### config.mk
export PLATFORM = sky130hd
export DESIGN_NAME = game_move_history
export DESIGN_NICKNAME = d
export VERILOG_FILES = /design/src/rtl/game_pkg.sv /design/src/rtl/game_history_ram.sv /design/src/rtl/game_move_history.sv
export SDC_FILE = /design/constraint.sdc
export NUM_CORES = 1
export LEC_CHECK = 0
export CAP_MARGIN = 20
export CELL_PAD_IN_SITES_DETAIL_PLACEMENT = 0
export CELL_PAD_IN_SITES_GLOBAL_PLACEMENT = 1
export CORE_MARGIN = 2
export CORE_UTILIZATION = 27
export CTS_BUF_LIST = sky130_fd_sc_hd__clkbuf_2
export DETAILED_ROUTE_END_ITERATION = 8
export DONT_BUFFER_PORTS = 1
export PLACE_DENSITY_LB_ADDON = 0.3
export REMOVE_ABC_BUFFERS = 1
export SLEW_MARGIN = 15
export SYNTH_ARGS = -nofsm -noshare
export SYNTH_HDL_FRONTEND = slang
export SYNTH_SLANG_ARGS = --single-unit
export TNS_END_PERCENT = 5
### constraint.sdc
create_clock -name clk -period 3.9 [get_ports clk]
set_clock_uncertainty 0.05 [all_clocks]
set_input_delay 0.585 -clock clk [delete_from_list [all_inputs] [get_ports clk]]
set_output_delay 0.585 -clock clk [all_outputs]
set_load 0.005 [all_outputs]
### src/rtl/game_pkg.sv
// Shared definitions for the move-history block: direction codes, history
// entry layout and FSM state encoding.
package game_pkg;

    typedef enum logic [1:0] {
        DIR_UP    = 2'd0,
        DIR_DOWN  = 2'd1,
        DIR_LEFT  = 2'd2,
        DIR_RIGHT = 2'd3
    } dir_e;

    localparam int HIST_W = 3;

    typedef struct packed {
        logic push;
        dir_e dir;
    } hist_entry_t;

    localparam logic [0:0] S_IDLE      = 1'b0;
    localparam logic [0:0] S_UNDO_WAIT = 1'b1;

endpackage

### src/rtl/game_history_ram.sv
// DEPTH x HIST_W register array holding committed moves: one synchronous
// write port, one combinational read port.
module game_history_ram
    import game_pkg::*;
#(
    parameter int AddrBits = 6,
    parameter int DEPTH    = 64
) (
    input  logic                clk,
    input  logic                we_i,
    input  logic [AddrBits-1:0] waddr_i,
    input  logic [HIST_W-1:0]   wdata_i,
    input  logic [AddrBits-1:0] raddr_i,
    output logic [HIST_W-1:0]   rdata_o
);

    logic [HIST_W-1:0] mem_q [DEPTH];

    // NOTE: the array has no reset; hist_count decides which slots are meaningful.
    always_ff @(posedge clk) begin
        if (we_i) begin
            mem_q[waddr_i] <= wdata_i;
        end
    end

    assign rdata_o = mem_q[raddr_i];

endmodule

### src/rtl/game_move_history.sv
// Move-history stack: records committed moves in a ring buffer, presents the
// newest move for undo, and pulses the step counter's inc/dec inputs.
module game_move_history
    import game_pkg::*;
#(
    parameter int AddrBits = 6,
    parameter int DEPTH    = 64
) (
    input  logic              clk,
    input  logic              rst,
    input  logic              level_load,
    input  logic              move_done,
    input  logic [1:0]        move_dir,
    input  logic              move_push,
    input  logic              undo_req,
    input  logic              undo_ack,
    output logic              undo_valid,
    output logic [1:0]        undo_dir,
    output logic              undo_push,
    output logic              step_inc,
    output logic              step_dec,
    output logic [AddrBits:0] hist_count,
    output logic              empty,
    output logic              full
);

    localparam logic [AddrBits:0]   FULL_CNT = (AddrBits + 1)'(DEPTH);
    localparam logic [AddrBits:0]   CNT_ONE  = (AddrBits + 1)'(1);
    localparam logic [AddrBits-1:0] PTR_ONE  = AddrBits'(1);

    logic [0:0]          state_q, state_d;
    logic [AddrBits-1:0] wr_ptr_q, wr_ptr_d, top_ptr;
    logic [AddrBits:0]   count_q, count_d;
    logic                valid_q, valid_d;
    hist_entry_t         undo_q, undo_d;
    hist_entry_t         wr_entry, top_entry;
    logic                inc_q, inc_d;
    logic                dec_q, dec_d;
    logic                empty_q, full_q;
    logic                ram_we;

    assign top_ptr  = wr_ptr_q - PTR_ONE;
    assign wr_entry = '{push: move_push, dir: dir_e'(move_dir)};

    game_history_ram #(
        .AddrBits (AddrBits),
        .DEPTH    (DEPTH)
    ) u_ram (
        .clk     (clk),
        .we_i    (ram_we && !rst),
        .waddr_i (wr_ptr_q),
        .wdata_i (wr_entry),
        .raddr_i (top_ptr),
        .rdata_o (top_entry)
    );

    // NOTE: every signal gets a default first so no path leaves a latch behind.
    always_comb begin
        state_d  = state_q;
        wr_ptr_d = wr_ptr_q;
        count_d  = count_q;
        valid_d  = valid_q;
        undo_d   = undo_q;
        inc_d    = 1'b0;
        dec_d    = 1'b0;
        ram_we   = 1'b0;

        if (level_load) begin
            state_d  = S_IDLE;
            wr_ptr_d = '0;
            count_d  = '0;
            valid_d  = 1'b0;
        end else if (state_q == S_IDLE) begin
            // A move beats a same-cycle undo request; when full the oldest slot is reused.
            if (move_done) begin
                ram_we   = 1'b1;
                wr_ptr_d = wr_ptr_q + PTR_ONE;
                inc_d    = 1'b1;
                if (count_q != FULL_CNT) begin
                    count_d = count_q + CNT_ONE;
                end
            end else if (undo_req && (count_q != '0)) begin
                undo_d  = top_entry;
                valid_d = 1'b1;
                state_d = S_UNDO_WAIT;
            end
        end else begin
            if (undo_ack) begin
                wr_ptr_d = wr_ptr_q - PTR_ONE;
                count_d  = count_q - CNT_ONE;
                valid_d  = 1'b0;
                dec_d    = 1'b1;
                state_d  = S_IDLE;
            end
        end
    end

    // NOTE: state registers use nonblocking assignments so all of them update together.
    always_ff @(posedge clk) begin
        if (rst) begin
            state_q  <= S_IDLE;
            wr_ptr_q <= '0;
            count_q  <= '0;
            valid_q  <= 1'b0;
            undo_q   <= '0;
            inc_q    <= 1'b0;
            dec_q    <= 1'b0;
            empty_q  <= 1'b1;
            full_q   <= 1'b0;
        end else begin
            state_q  <= state_d;
            wr_ptr_q <= wr_ptr_d;
            count_q  <= count_d;
            valid_q  <= valid_d;
            undo_q   <= undo_d;
            inc_q    <= inc_d;
            dec_q    <= dec_d;
            empty_q  <= (count_d == '0);
            full_q   <= (count_d == FULL_CNT);
        end
    end

    assign undo_valid = valid_q;
    assign undo_dir   = undo_q.dir;
    assign undo_push  = undo_q.push;
    assign step_inc   = inc_q;
    assign step_dec   = dec_q;
    assign hist_count = count_q;
    assign empty      = empty_q;
    assign full       = full_q;

endmodule

==> results of run 1 <==
-- sequential cells by signal (all words and copies together), names as in the netlist --
register	count
u_ram.mem_q	192
hist_count	7
wr_ptr_q	6
undo_dir	2
empty	1
full	1
state_q	1
step_dec	1
step_inc	1
undo_push	1
undo_valid	1
-- worst register-to-register path: stages, from the launching register on --
cell and delay, ps:
sky130_fd_sc_hd__dfxtp_2 580, sky130_fd_sc_hd__inv_1 170, sky130_fd_sc_hd__ha_2 730, sky130_fd_sc_hd__buf_12 290
sky130_fd_sc_hd__mux4_1 340, sky130_fd_sc_hd__mux2_2 290, sky130_fd_sc_hd__o22a_1 210, sky130_fd_sc_hd__a21oi_1 180
sky130_fd_sc_hd__o41ai_2 90, sky130_fd_sc_hd__dlygate4sd3_1 560
-- placed cells by master, fill, tap and decap left out, types with 10 or more instances in the layout --
cell type,instances
sky130_fd_sc_hd__dfxtp_1,21
sky130_fd_sc_hd__nor2_1,87
sky130_fd_sc_hd__edfxtp_1,192
sky130_fd_sc_hd__clkbuf_2,76
sky130_fd_sc_hd__mux4_2,32
sky130_fd_sc_hd__nand2_1,26
sky130_fd_sc_hd__mux4_1,14
sky130_fd_sc_hd__clkinv_1,15
sky130_fd_sc_hd__dlygate4sd3_1,10
sky130_fd_sc_hd__mux2i_1,18
-- per-stage QoR --
stage / total power [mW] / instances / instance area [um2] / utilization [%]
6_report: 4.244 / 1093 / 10220 / 30.49
5_1_grt: 4.465 / 1093 / 10220 / 30.49
4_1_cts: 4.327 / 1092 / 10220 / 30.48
3_5_place_dp: 2.794 / 982 / 9562 / 28.51
3_3_place_gp: 2.793 / 982 / 9562 / 28.51
2_1_floorplan: 2.731 / 531 / 8944 / -
-- logic make-up after synthesis --
family / count (synthesis) / share of synthesized area (%)
fa+ha+maj: 4 / 0.5454
simple gates: 161 / 8.125
flops: 214 / 67.62
xor+xnor: 13 / 1.322
mux: 73 / 14.93
compound gates: 58 / 4.581
buf+inv: 43 / 2.877
-- area by class of cell --
cell class / instances / area (um2) / area share [%]
Antenna cell: 1 / 2.502 / 0.02448
Clock buffer: 76 / 380.4 / 3.720
Clock inverter: 21 / 96.34 / 0.9424
Inverter: 8 / 30.03 / 0.2937
Multi-Input combinational cell: 309 / 2729 / 26.69
Sequential cell: 214 / 6207 / 60.71
Tap cell: 448 / 560.5 / 5.483
Timing Repair Buffer: 16 / 217.7 / 2.129
-- final timing paths --
| check | to | slack [ps] | depth (start not counted) |
|---|---|---|---|
| setup / recovery | undo_dir[0]$_SDFFE_PP0P_ | 380 | 9 |
| setup reg to reg | undo_dir[0]$_SDFFE_PP0P_ | 380 | 9 |
| hold / removal | hist_count[1]$_SDFF_PP0_ | 90 | 4 |
| hold reg to reg | undo_valid$_SDFFE_PP0P_ | 440 | 2 |
-- routing by layer --
layer	up-vias	global-route usage [%]	part of all wire, %
met4	0	4.387	2.0
met5	-	0	0
li1	2325	-	-
met2	171	20.01	48
met1	2583	15.95	43
met3	43	3.204	6.9
-- what timing repair did --
item                      4_1_cts  5_1_grt
hold endpoints to repair      204        0
setup buffers                   0        0
hold buffers                   13        0
-- power by group through the flow --
| stage | clock [mW] | combinational (mW) | sequential [mW] |
|---|---|---|---|
| 2_1_floorplan | 0 | 0.165 | 2.57 |
| 6_report | 1.46 | 0.280 | 2.51 |
| 3_5_place_dp | 0 | 0.234 | 2.56 |
| 5_1_grt | 1.65 | 0.306 | 2.51 |
| 4_1_cts | 1.53 | 0.288 | 2.51 |
| 3_3_place_gp | 0 | 0.233 | 2.56 |
==> results.txt, run 1 <==
----------------------------------------------------
[Global route]
  Antenna violations before repair ... 1
  GRT Residual Overflow ... 0
  Overall fraction of global-route tracks in use ... 12.32%
  Largest net degree at the start of global routing ... 65
  Number of global-route vias before repair ... 5,473
  Wire length of the first global-routing pass ... 32,990 um

[Setup path]
  Worst setup path startpoint ... wr_ptr_q[0]$_SDFFE_PP0P_
  Critical-path cell list ... inv_1 > ha_2 > buf_12 > mux4_1 > mux2_2 > o22a_1 > a21oi_1 > o41ai_2 > dlygate4sd3_1
  Reg-to-reg critical path startpoint ... wr_ptr_q[0]$_SDFFE_PP0P_
  Category of the worst setup path capture point ... flip-flop
  Maximum fanout along the worst path ... 30
  Cell family with most CP delay ... buffers and inverters
  Arrival time worst endpoint ... 4260 ps
  Start-to-end type of the worst setup path ... reg2reg
  Slowest library cell on the worst path ... sky130_fd_sc_hd__ha_2
  Type of origin of the critical path ... flip-flop
  Stage delay of the slowest cell on the critical path ... 730 ps
  Worst path bufs/invs ... 3
  Required time of the worst setup path ... 4630 ps

[Logic synthesis]
  Post-synthesis async set-or-reset flop share ... 0%
  Mapped Area ... 9178 um2
  Gate Count Post-Synth ... 566
  Ranking of synthesized cells by instance count ... 192 x sky130_fd_sc_hd__edfxtp_1, 87 x sky130_fd_sc_hd__nor2_1, 32 x sky130_fd_sc_hd__mux4_2
  Syn. warnings ... 0
  Most used standard cell by instance count after synthesis ... sky130_fd_sc_hd__edfxtp_1
  Number of enable-type register cells in the synthesized netlist ... 192
  Post-synthesis average cell area ... 16.21 um2
  Area leader, netlist ... sky130_fd_sc_hd__edfxtp_1
  Flip-flop and latch count after synthesis ... 214
  Number of unique standard cell types used by synthesis ... 61
  Most used flip-flop cell after synthesis ... sky130_fd_sc_hd__edfxtp_1
  Top post-synthesis cells by area ... sky130_fd_sc_hd__edfxtp_1 63%, sky130_fd_sc_hd__mux4_2 7.9%, sky130_fd_sc_hd__dfxtp_1 4.8%
  Post-synth top area share ... 62.82%
  Sequential area share after synthesis ... 67.62%

[Pwr]
  Leakage power ... 3.256 nW
  Part of the total power dissipated in combinational logic ... 6.6%
  Clk network pwr share ... 34.3%
  Reg power frac ... 59.1%
  Net switching power of the design ... 1.087 mW
  Total internal power ... 3.157 mW
  Pwr Density ... 415.1 nW/um2
  Largest voltage drop on the vdd net ... 0.0001561 V
  Switching Fraction ... 25.61%

[Floorplan]
  DIE AREA ... 35,480 um2
  Die Y ... 188.4 um
  Site row count ... 67
  Die Wd ... 188.4 um
  Starting density of the core ... 27.37%
  Top-Level Pins ... 24
  Core footprint ... 33,530 um2

[Clock tree]
  Total clock buffers created by CTS ... 57
  Clk sink count ... 214
  Clock transition at the registers of the reported paths ... 100 ps
  Worst skew pair latency ... 810 ps
  TritonCTS clock tree ... built
  Cell at the root of the clock tree ... sky130_fd_sc_hd__clkbuf_2
  Number of resized instances in the post-cts repair step ... 0
  Max H-tree Level ... 2
  Buffer depth of the longest clock path ... 3

[STA]
  Slew @ Worst Pin ... 852.9 ps
  Maximum clock frequency ... 0.2837 GHz
  Setup repair after global routing missed its margin ... no
  Total count of hold-check failures in the final report ... 0
  Final worst-path cycle share ... 90.38%
  Minimum setup slack in the final design ... 375.0 ps
  Worst slew margin ... 43.07%
  Post-route minimum period ... 3525 ps
  Final count of pins violating max slew ... 0
  Final setup vio count ... 0
  Post-Route Setup TNS ... 0 ps
  Post-route worst hold slack ... 90.39 ps

[Finish]
  Share of layout cells above drive strength 1 ... 22.20%
  Area Overhead vs Synth ... 11.40%
  Layout filler cell count ... 3,362
  Total number of nets in the final design ... 619

[Drt]
  Drt drc ... 0
  Remaining number of nets flagged by the antenna check after routing ... 0
  Via-to-Cell Ratio ... 4.686
  Routed wirelength normalized by instance count ... 19.63 um
  Via count ... 5,122
  Total detailed-routing wirelength ... 21,460 um
  First-pass detailed-route iteration total ... 5
  First DRT Iteration DRCs ... 258

[Min path]
  Start point of the worst hold path ... move_done
  Worst min-delay path category ... in2reg

[Placed design]
  Pre-CTS setup slack ... 827.6 ps
  Count of buffers inserted at the top-level ports ... 0
  HPWL after detailed placement ... 13,350 um
  Placer Congestion ... 0.7918

[Outcome]
  Outcome ... completed

[Job]
  Max-Cap Viols ... 0

----------------------------------------------------
Note: power is estimated with default switching activity, not from simulation.
==> run 2, diff against run 1 <==
Settings changed: PLACE_DENSITY_LB_ADDON 0.3 to 0.1, REMOVE_ABC_BUFFERS 1 to not set.
==> results.txt, run 2 (synthesized netlist as in run 1, its figures left out) <==
----------------------------------------------------
[Global route]
  GRT Residual Overflow ... 0 (unchanged)
  Number of global-route vias before repair ... 5,395 (-1.4%)
  Largest net degree at the start of global routing ... 65 (unchanged)
  Antenna violations before repair ... 1 (unchanged)
  Overall fraction of global-route tracks in use ... 12.93% (+0.61 points)
  Wire length of the first global-routing pass ... 34,110 um (+3.4%)

[Outcome]
  Outcome ... completed

[Floorplan]
  Die Y ... 188.4 um (unchanged)
  Die Wd ... 188.4 um (unchanged)
  Site row count ... 67 (unchanged)
  Starting density of the core ... 27.37% (unchanged)
  Core footprint ... 33,530 um2 (unchanged)
  DIE AREA ... 35,480 um2 (unchanged)
  Top-Level Pins ... 24 (unchanged)

[Setup path]
  Setup slack, reg-to-reg ... 800 ps (+430 ps)
  Maximum fanout along the worst path ... 39 (+30%)
  Required time of the worst setup path ... 4530 ps (-100 ps)
  Arrival time worst endpoint ... 3720 ps (-540 ps)
  Start-to-end type of the worst setup path ... reg2reg
  Type of origin of the critical path ... flip-flop
  Category of the worst setup path capture point ... flip-flop
  Reg-to-reg critical path startpoint ... wr_ptr_q[1]$_SDFFE_PP0P_
  Worst R2R Path Depth ... 8 (-1)
  Reg2reg end ... undo_dir[1]$_SDFFE_PP0P_

[Drt]
  First DRT Iteration DRCs ... 246 (-4.7%)
  First-pass detailed-route iteration total ... 5 (unchanged)
  Routed wirelength normalized by instance count ... 20.76 um (+5.8%)
  Drt drc ... 0 (unchanged)
  Remaining number of nets flagged by the antenna check after routing ... 0 (unchanged)
  Total detailed-routing wirelength ... 22,650 um (+5.6%)
  Via count ... 5,077 (-0.88%)
  Via-to-Cell Ratio ... 4.654 (-0.70%)

[Logic synthesis]
  Net Count, Synth ... 579

[Finish]
  Area Overhead vs Synth ... 11.38% (about the same)
  Leading cell types in the layout, fill and taps excluded ... 192 x sky130_fd_sc_hd__edfxtp_1, 87 x sky130_fd_sc_hd__nor2_1, 77 x sky130_fd_sc_hd__clkbuf_2, 32 x sky130_fd_sc_hd__mux4_2, 26 x sky130_fd_sc_hd__nand2_1
  Post-Route Utilization ... 30.49% (about the same)
  Share of layout cells above drive strength 1 ... 22.59% (+0.38 points)
  Number of flip-flops in the largest register ... 192 (unchanged)
  Register with the most flip-flops ... u_ram.mem_q
  Final non-filler cell area ... 10,220 um2 (about the same)
  Non-filler cells in the finished layout ... 1,091 (-0.18%)
  Leading cell type in the layout, fill and taps excluded ... sky130_fd_sc_hd__edfxtp_1
  Total number of nets in the final design ... 615 (-0.65%)

[STA]
  Total count of hold-check failures in the final report ... 0 (unchanged)
  Post-route worst hold slack ... 104.6 ps (+14.21 ps)
  Maximum clock frequency ... 0.3231 GHz (+14%)
  Setup repair after global routing missed its margin ... no
  Slew @ Worst Pin ... 1042 ps (+188.9 ps)
  Post-Route Setup TNS ... 0 ps (unchanged)
  Minimum setup slack in the final design ... 804.9 ps (+429.9 ps)
  Worst slew margin ... 30.55% (-13 points)
  Final count of pins violating max slew ... 0 (unchanged)
  Final worst-path cycle share ... 79.36% (-11 points)
  Post-route minimum period ... 3095 ps (-429.9 ps)
  Final setup vio count ... 0 (unchanged)

[Min path]
  Worst min-delay path category ... in2reg
  Worst hold path cell count ... 1 (-3)
  Worst Hold End ... u_ram.mem_q[23][1]$_DFFE_PP_
  Start point of the worst hold path ... move_dir[1]

[Clock tree]
  Buffer depth of the longest clock path ... 3 (unchanged)
  Max H-tree Level ... 2 (unchanged)
  Clock transition at the registers of the reported paths ... 110 ps (about the same)
  Clk sink count ... 214 (unchanged)
  Total clock buffers created by CTS ... 55 (-3.5%)
  TritonCTS clock tree ... built
  Worst skew pair latency ... 830 ps (+20 ps)
  Cell at the root of the clock tree ... sky130_fd_sc_hd__clkbuf_2

[Job]
  Max-Cap Viols ... 0 (unchanged)

[Placed design]
  Count of buffers inserted at the top-level ports ... 0 (unchanged)
  HPWL after detailed placement ... 13,960 um (+4.5%)
  Area post-placement ... 9564 um2 (about the same)
  Placer Congestion ... 0.7363 (-7.0%)
  Pre-CTS setup slack ... 816.5 ps (-11.18 ps)
  Number of placed instances with taps included ... 982 (unchanged)

[Pwr]
  Power after layout ... 4.291 mW (+1.1%)
  Pwr Density ... 419.7 nW/um2 (+1.1%)
  Leakage power ... 3.267 nW (+0.32%)
  Largest voltage drop on the vdd net ... 0.0001376 V (-12%)

----------------------------------------------------
run 2: layout make-up:
class	count	area, um2
sequential	214	6210
clock buffer	77	385.4
tap	448	560.5
clock inverter	20	107.6
multi-input combinational	309	2729
timing repair buffer	14	197.7
inverter	8	30.03
fill	3345	23310
antenna	1	2.502
run 2: power breakdown:
part	switching (mW)	leakage (nW)	total, mW	internal, mW
clock network	0.894	0.378	1.50	0.602
logic	0.171	0.984	0.291	0.120
registers	0.00766	1.90	2.50	2.50
total	1.07	3.27	4.29	3.22
run 2: worst max-delay path: stages (launching register included):
cell and delay, ps:
sky130_fd_sc_hd__dfxtp_1 570, sky130_fd_sc_hd__inv_1 120, sky130_fd_sc_hd__ha_2 580, sky130_fd_sc_hd__buf_12 290, sky130_fd_sc_hd__mux4_2 370, sky130_fd_sc_hd__mux2i_1 210
sky130_fd_sc_hd__o22ai_1 160, sky130_fd_sc_hd__o32ai_1 470, sky130_fd_sc_hd__o31ai_1 100
run 2: worst max-delay path by stage:
stage / from / end / slack [ps]
floorplan: wr_ptr_q[0]$_SDFFE_PP0P_ / undo_dir[0]$_SDFFE_PP0P_ / 1180
detailed placement: wr_ptr_q[1]$_SDFFE_PP0P_ / undo_dir[1]$_SDFFE_PP0P_ / 820
finish: wr_ptr_q[1]$_SDFFE_PP0P_ / undo_dir[1]$_SDFFE_PP0P_ / 800
global placement: wr_ptr_q[1]$_SDFFE_PP0P_ / undo_dir[1]$_SDFFE_PP0P_ / 820
global route: wr_ptr_q[1]$_SDFFE_PP0P_ / undo_dir[1]$_SDFFE_PP0P_ / 610
CTS: wr_ptr_q[1]$_SDFFE_PP0P_ / undo_dir[1]$_SDFFE_PP0P_ / 760
run 2: repair_timing:
item                                   CTS  global route
setup endpoints to repair                0             0
gates resized for setup                  0             0
endpoints found under the hold margin  204             0
hold buffers                            11             0
buffers inserted                         0             0
run 2: per-layer routing:
| layer | track usage (%) | routed length [um] |
|---|---|---|
| met5 | 0 | 0 |
| met4 | 4.147 | 445 |
| met3 | 3.483 | 1161 |
| met2 | 21.02 | 10820 |
| met1 | 16.84 | 10220 |
==> run 3, diff against run 2 <==
Settings changed: ABC_AREA set to 1.
Clock period 3.9 ns to 2.9 ns, I/O delays scaled along.
==> results.txt, run 3 <==
----------------------------------------------------
[Outcome]
  Outcome ... completed

[Logic synthesis]
  Top post-synthesis cells by area ... sky130_fd_sc_hd__edfxtp_1 60%, sky130_fd_sc_hd__nand2_1 13%, sky130_fd_sc_hd__nand3_1 7.0%
  Ranking of synthesized cells by instance count ... 323 x sky130_fd_sc_hd__nand2_1, 192 x sky130_fd_sc_hd__edfxtp_1, 134 x sky130_fd_sc_hd__nand3_1
  Gate Count Post-Synth ... 1,006 (+78%)
  Most used flip-flop cell after synthesis ... sky130_fd_sc_hd__edfxtp_1
  Mapped Area ... 9642 um2 (+5.1%)
  Post-synthesis average cell area ... 9.584 um2 (-41%)
  Syn. warnings ... 0 (unchanged)
  Number of unique standard cell types used by synthesis ... 35 (-43%)
  Sequential area share after synthesis ... 64.37% (-3.3 points)
  Flip-flop and latch count after synthesis ... 214 (unchanged)
  Number of enable-type register cells in the synthesized netlist ... 192 (unchanged)
  Net Count, Synth ... 1,019 (+76%)
  Most used standard cell by instance count after synthesis ... sky130_fd_sc_hd__nand2_1
  Area leader, netlist ... sky130_fd_sc_hd__edfxtp_1
  Post-synthesis async set-or-reset flop share ... 0% (unchanged)
  Post-synth top area share ... 59.80% (-3.0 points)

[Setup path]
  Maximum fanout along the worst path ... 5 (-87%)
  Category of the worst setup path capture point ... flip-flop
  Required time of the worst setup path ... 3680 ps (-850 ps)
  Reg-to-reg critical path startpoint ... hist_count[0]$_SDFF_PP0_
  Type of origin of the critical path ... flip-flop
  Arrival time worst endpoint ... 3420 ps (-300 ps)
  Critical-path cell list ... inv_1 > ha_1 > nand3_1 > o21ai_1 > nand2_1 > dlygate4sd3_1 > nand2_1 > nand3_1 > dlygate4sd3_1 > nor2_1
  Start-to-end type of the worst setup path ... reg2reg
  Worst path bufs/invs ... 3 (+1)
  Slowest library cell on the worst path ... sky130_fd_sc_hd__dlygate4sd3_1
  Stage delay of the slowest cell on the critical path ... 570 ps (about the same)
  Worst setup path startpoint ... hist_count[0]$_SDFF_PP0_
  Cell family with most CP delay ... buffers and inverters

[Global route]
  Most used routing layer in global routing ... met2
  GRT Residual Overflow ... 0 (unchanged)
  Met2 capacity usage during global routing ... 25.79% (+4.8 points)
  Number of global-route vias before repair ... 7,476 (+39%)
  Largest net degree at the start of global routing ... 103 (+58%)
  Met1 track demand over resource ... 22.51% (+5.7 points)
  Wire length of the first global-routing pass ... 45,270 um (+33%)
  Overall fraction of global-route tracks in use ... 16.50% (+3.6 points)
  Antenna violations before repair ... 2 (+1)
  Met3 Use GR ... 3.548% (+0.065 points)

[Clock tree]
  Clk sink count ... 214 (unchanged)
  Hold buffer count at CTS ... 15 (+4)
  Max H-tree Level ... 2 (unchanged)
  Buffer depth of the longest clock path ... 3 (unchanged)
  Worst skew pair latency ... 940 ps (+110 ps)
  Clock transition at the registers of the reported paths ... 100 ps (about the same)
  Post-CTS setup repair buffer count ... 0 (unchanged)
  TritonCTS clock tree ... built
  Total clock buffers created by CTS ... 60 (+9.1%)
  Cell at the root of the clock tree ... sky130_fd_sc_hd__clkbuf_2
  Number of resized instances in the post-cts repair step ... 0 (unchanged)

[Drt]
  Remaining number of nets flagged by the antenna check after routing ... 0 (unchanged)
  First-pass detailed-route iteration total ... 4 (-1)
  First DRT Iteration DRCs ... 335 (+36%)
  Via count ... 7,103 (+40%)
  Routed wirelength normalized by instance count ... 18.76 um (-9.7%)
  Drt drc ... 0 (unchanged)
  Total detailed-routing wirelength ... 29,580 um (+31%)
  Via-to-Cell Ratio ... 4.504 (-3.2%)

[Finish]
  Area of the multi-input gates ... 2902 um2 (+6.3%)
  Leading cell type in the layout, fill and taps excluded ... sky130_fd_sc_hd__nand2_1
  Register with the most flip-flops ... u_ram.mem_q
  Area Overhead vs Synth ... 14.12%
  Number of flip-flops in the largest register ... 192 (unchanged)
  Share of layout cells above drive strength 1 ... 13.72% (-8.9 points)
  Layout filler cell count ... 3,838 (+15%)
  Area used by sequential logic in the layout ... 6210 um2 (unchanged)
  Leading cell types in the layout, fill and taps excluded ... 323 x sky130_fd_sc_hd__nand2_1, 192 x sky130_fd_sc_hd__edfxtp_1, 134 x sky130_fd_sc_hd__nand3_1, 122 x sky130_fd_sc_hd__nor2_1, 88 x sky130_fd_sc_hd__clkbuf_2
  Total number of nets in the final design ... 1,078 (+75%)

[Placed design]
  HPWL after detailed placement ... 17,660 um (+27%)
  Count of buffers inserted at the top-level ports ... 0 (unchanged)
  Placer Congestion ... 0.7366 (about the same)

[Pwr]
  Switching Fraction ... 28.08% (+3.1 points)
  Part of the total power dissipated in combinational logic ... 8.6% (+1.8 points)
  Pwr Density ... 559.2 nW/um2 (+33%)
  Net switching power of the design ... 1.728 mW (+61%)
  Leakage power ... 4.331 nW (+33%)
  Reg power frac ... 54.8% (-3.5 points)
  Largest voltage drop on the vdd net ... 0.0002344 V (+70%)
  Clk network pwr share ... 36.6% (+1.7 points)
  Total internal power ... 4.425 mW (+38%)

[Job]
  Max-Cap Viols ... 0 (unchanged)

[Floorplan]
  Starting density of the core ... 27.24% (-0.13 points)
  DIE AREA ... 37,240 um2 (+4.9%)
  Top-Level Pins ... 24 (unchanged)
  Die Wd ... 193.0 um (+2.4%)
  Die Y ... 193.0 um (+2.4%)
  Site row count ... 69 (+3.0%)
  Core footprint ... 35,400 um2 (+5.6%)

[STA]
  Maximum clock frequency ... 0.3797 GHz (+18%)
  Total count of hold-check failures in the final report ... 0 (unchanged)
  Slew @ Worst Pin ... 881.4 ps (-160.3 ps)
  Post-Route Setup TNS ... 0 ps (unchanged)
  Post-route minimum period ... 2633 ps (-461.6 ps)
  Post-route worst hold slack ... 142.9 ps (+38.29 ps)
  Final worst-path cycle share ... 90.81% (+11 points)
  Worst slew margin ... 41.15% (+11 points)
  Final count of pins violating max slew ... 0 (unchanged)
  Setup repair after global routing missed its margin ... no
  Final setup vio count ... 0 (unchanged)

[Min path]
  Worst min-delay path category ... in2reg
  Start point of the worst hold path ... undo_ack

----------------------------------------------------
-- run 3: cells by family after synthesis --
kind of cell	after synthesis	share of synthesized area [%]
simple gates	597	25.63
xor+xnor	7	0.8696
compound gates	55	3.050
fa+ha+maj	4	0.5191
flops	214	64.37
buf+inv	129	5.567
-- run 3: worst paths after layout --
check,endpoint,slack [ps],cells after the start
hold / removal,full$_SDFF_PP0_,140,8
setup / recovery,hist_count[0]$_SDFF_PP0_,270,10
hold reg to reg,undo_valid$_SDFFE_PP0P_,460,2
setup reg to reg,hist_count[0]$_SDFF_PP0_,270,10
-- run 3: power groups by stage --
| stage | logic (mW) | clock network [mW] | registers [mW] |
|---|---|---|---|
| 6_report | 0.530 | 2.25 | 3.37 |
| 2_1_floorplan | 0.305 | 0 | 3.44 |
| 3_5_place_dp | 0.456 | 0 | 3.44 |
| 4_1_cts | 0.545 | 2.38 | 3.37 |
| 3_3_place_gp | 0.461 | 0 | 3.44 |
| 5_1_grt | 0.597 | 2.51 | 3.37 |
-- run 3: final cells by class --
cell class | instances | area share, %
sequential | 214 | 56.44
multi-input combinational | 663 | 26.37
tap | 461 | 5.242
clock buffer | 88 | 4.003
timing repair buffer | 42 | 3.912
inverter | 84 | 2.877
clock inverter | 24 | 1.137
antenna | 1 | 0.02274
-- run 3: worst min-delay path, cell delays in order --
cell	delay [ps]
sky130_fd_sc_hd__nand3_1	60
sky130_fd_sc_hd__a21oi_1	60
sky130_fd_sc_hd__a21oi_1	110
sky130_fd_sc_hd__o21ai_0	140
sky130_fd_sc_hd__nand2_1	90
sky130_fd_sc_hd__nor2_1	50
sky130_fd_sc_hd__nand2_1	60
sky130_fd_sc_hd__nor2_1	30
-- run 3: routing by layer --
metal	share of wire, %	vias up
met2	45	134
met4	3.1	2
met3	4.5	71
met5	0.044	-
li1	-	3505
met1	48	3391
-- run 3: stage by stage --
step / cell area [um2] / std cells / util (%) / power (mW) / worst slack [ps]
final: 11000 / 1577 / 31.09 / 6.153 / 266.5
after global routing: 11000 / 1577 / 31.09 / 6.474 / 31.25
after CTS: 11000 / 1576 / 31.08 / 6.291 / 251.1
after detailed placement: 10230 / 1449 / 28.91 / 3.896 / 363.5
after global placement: 10230 / 1449 / 28.91 / 3.901 / 315.7
after floorplan: 9642 / 1006 / - / 3.741 / 748.9
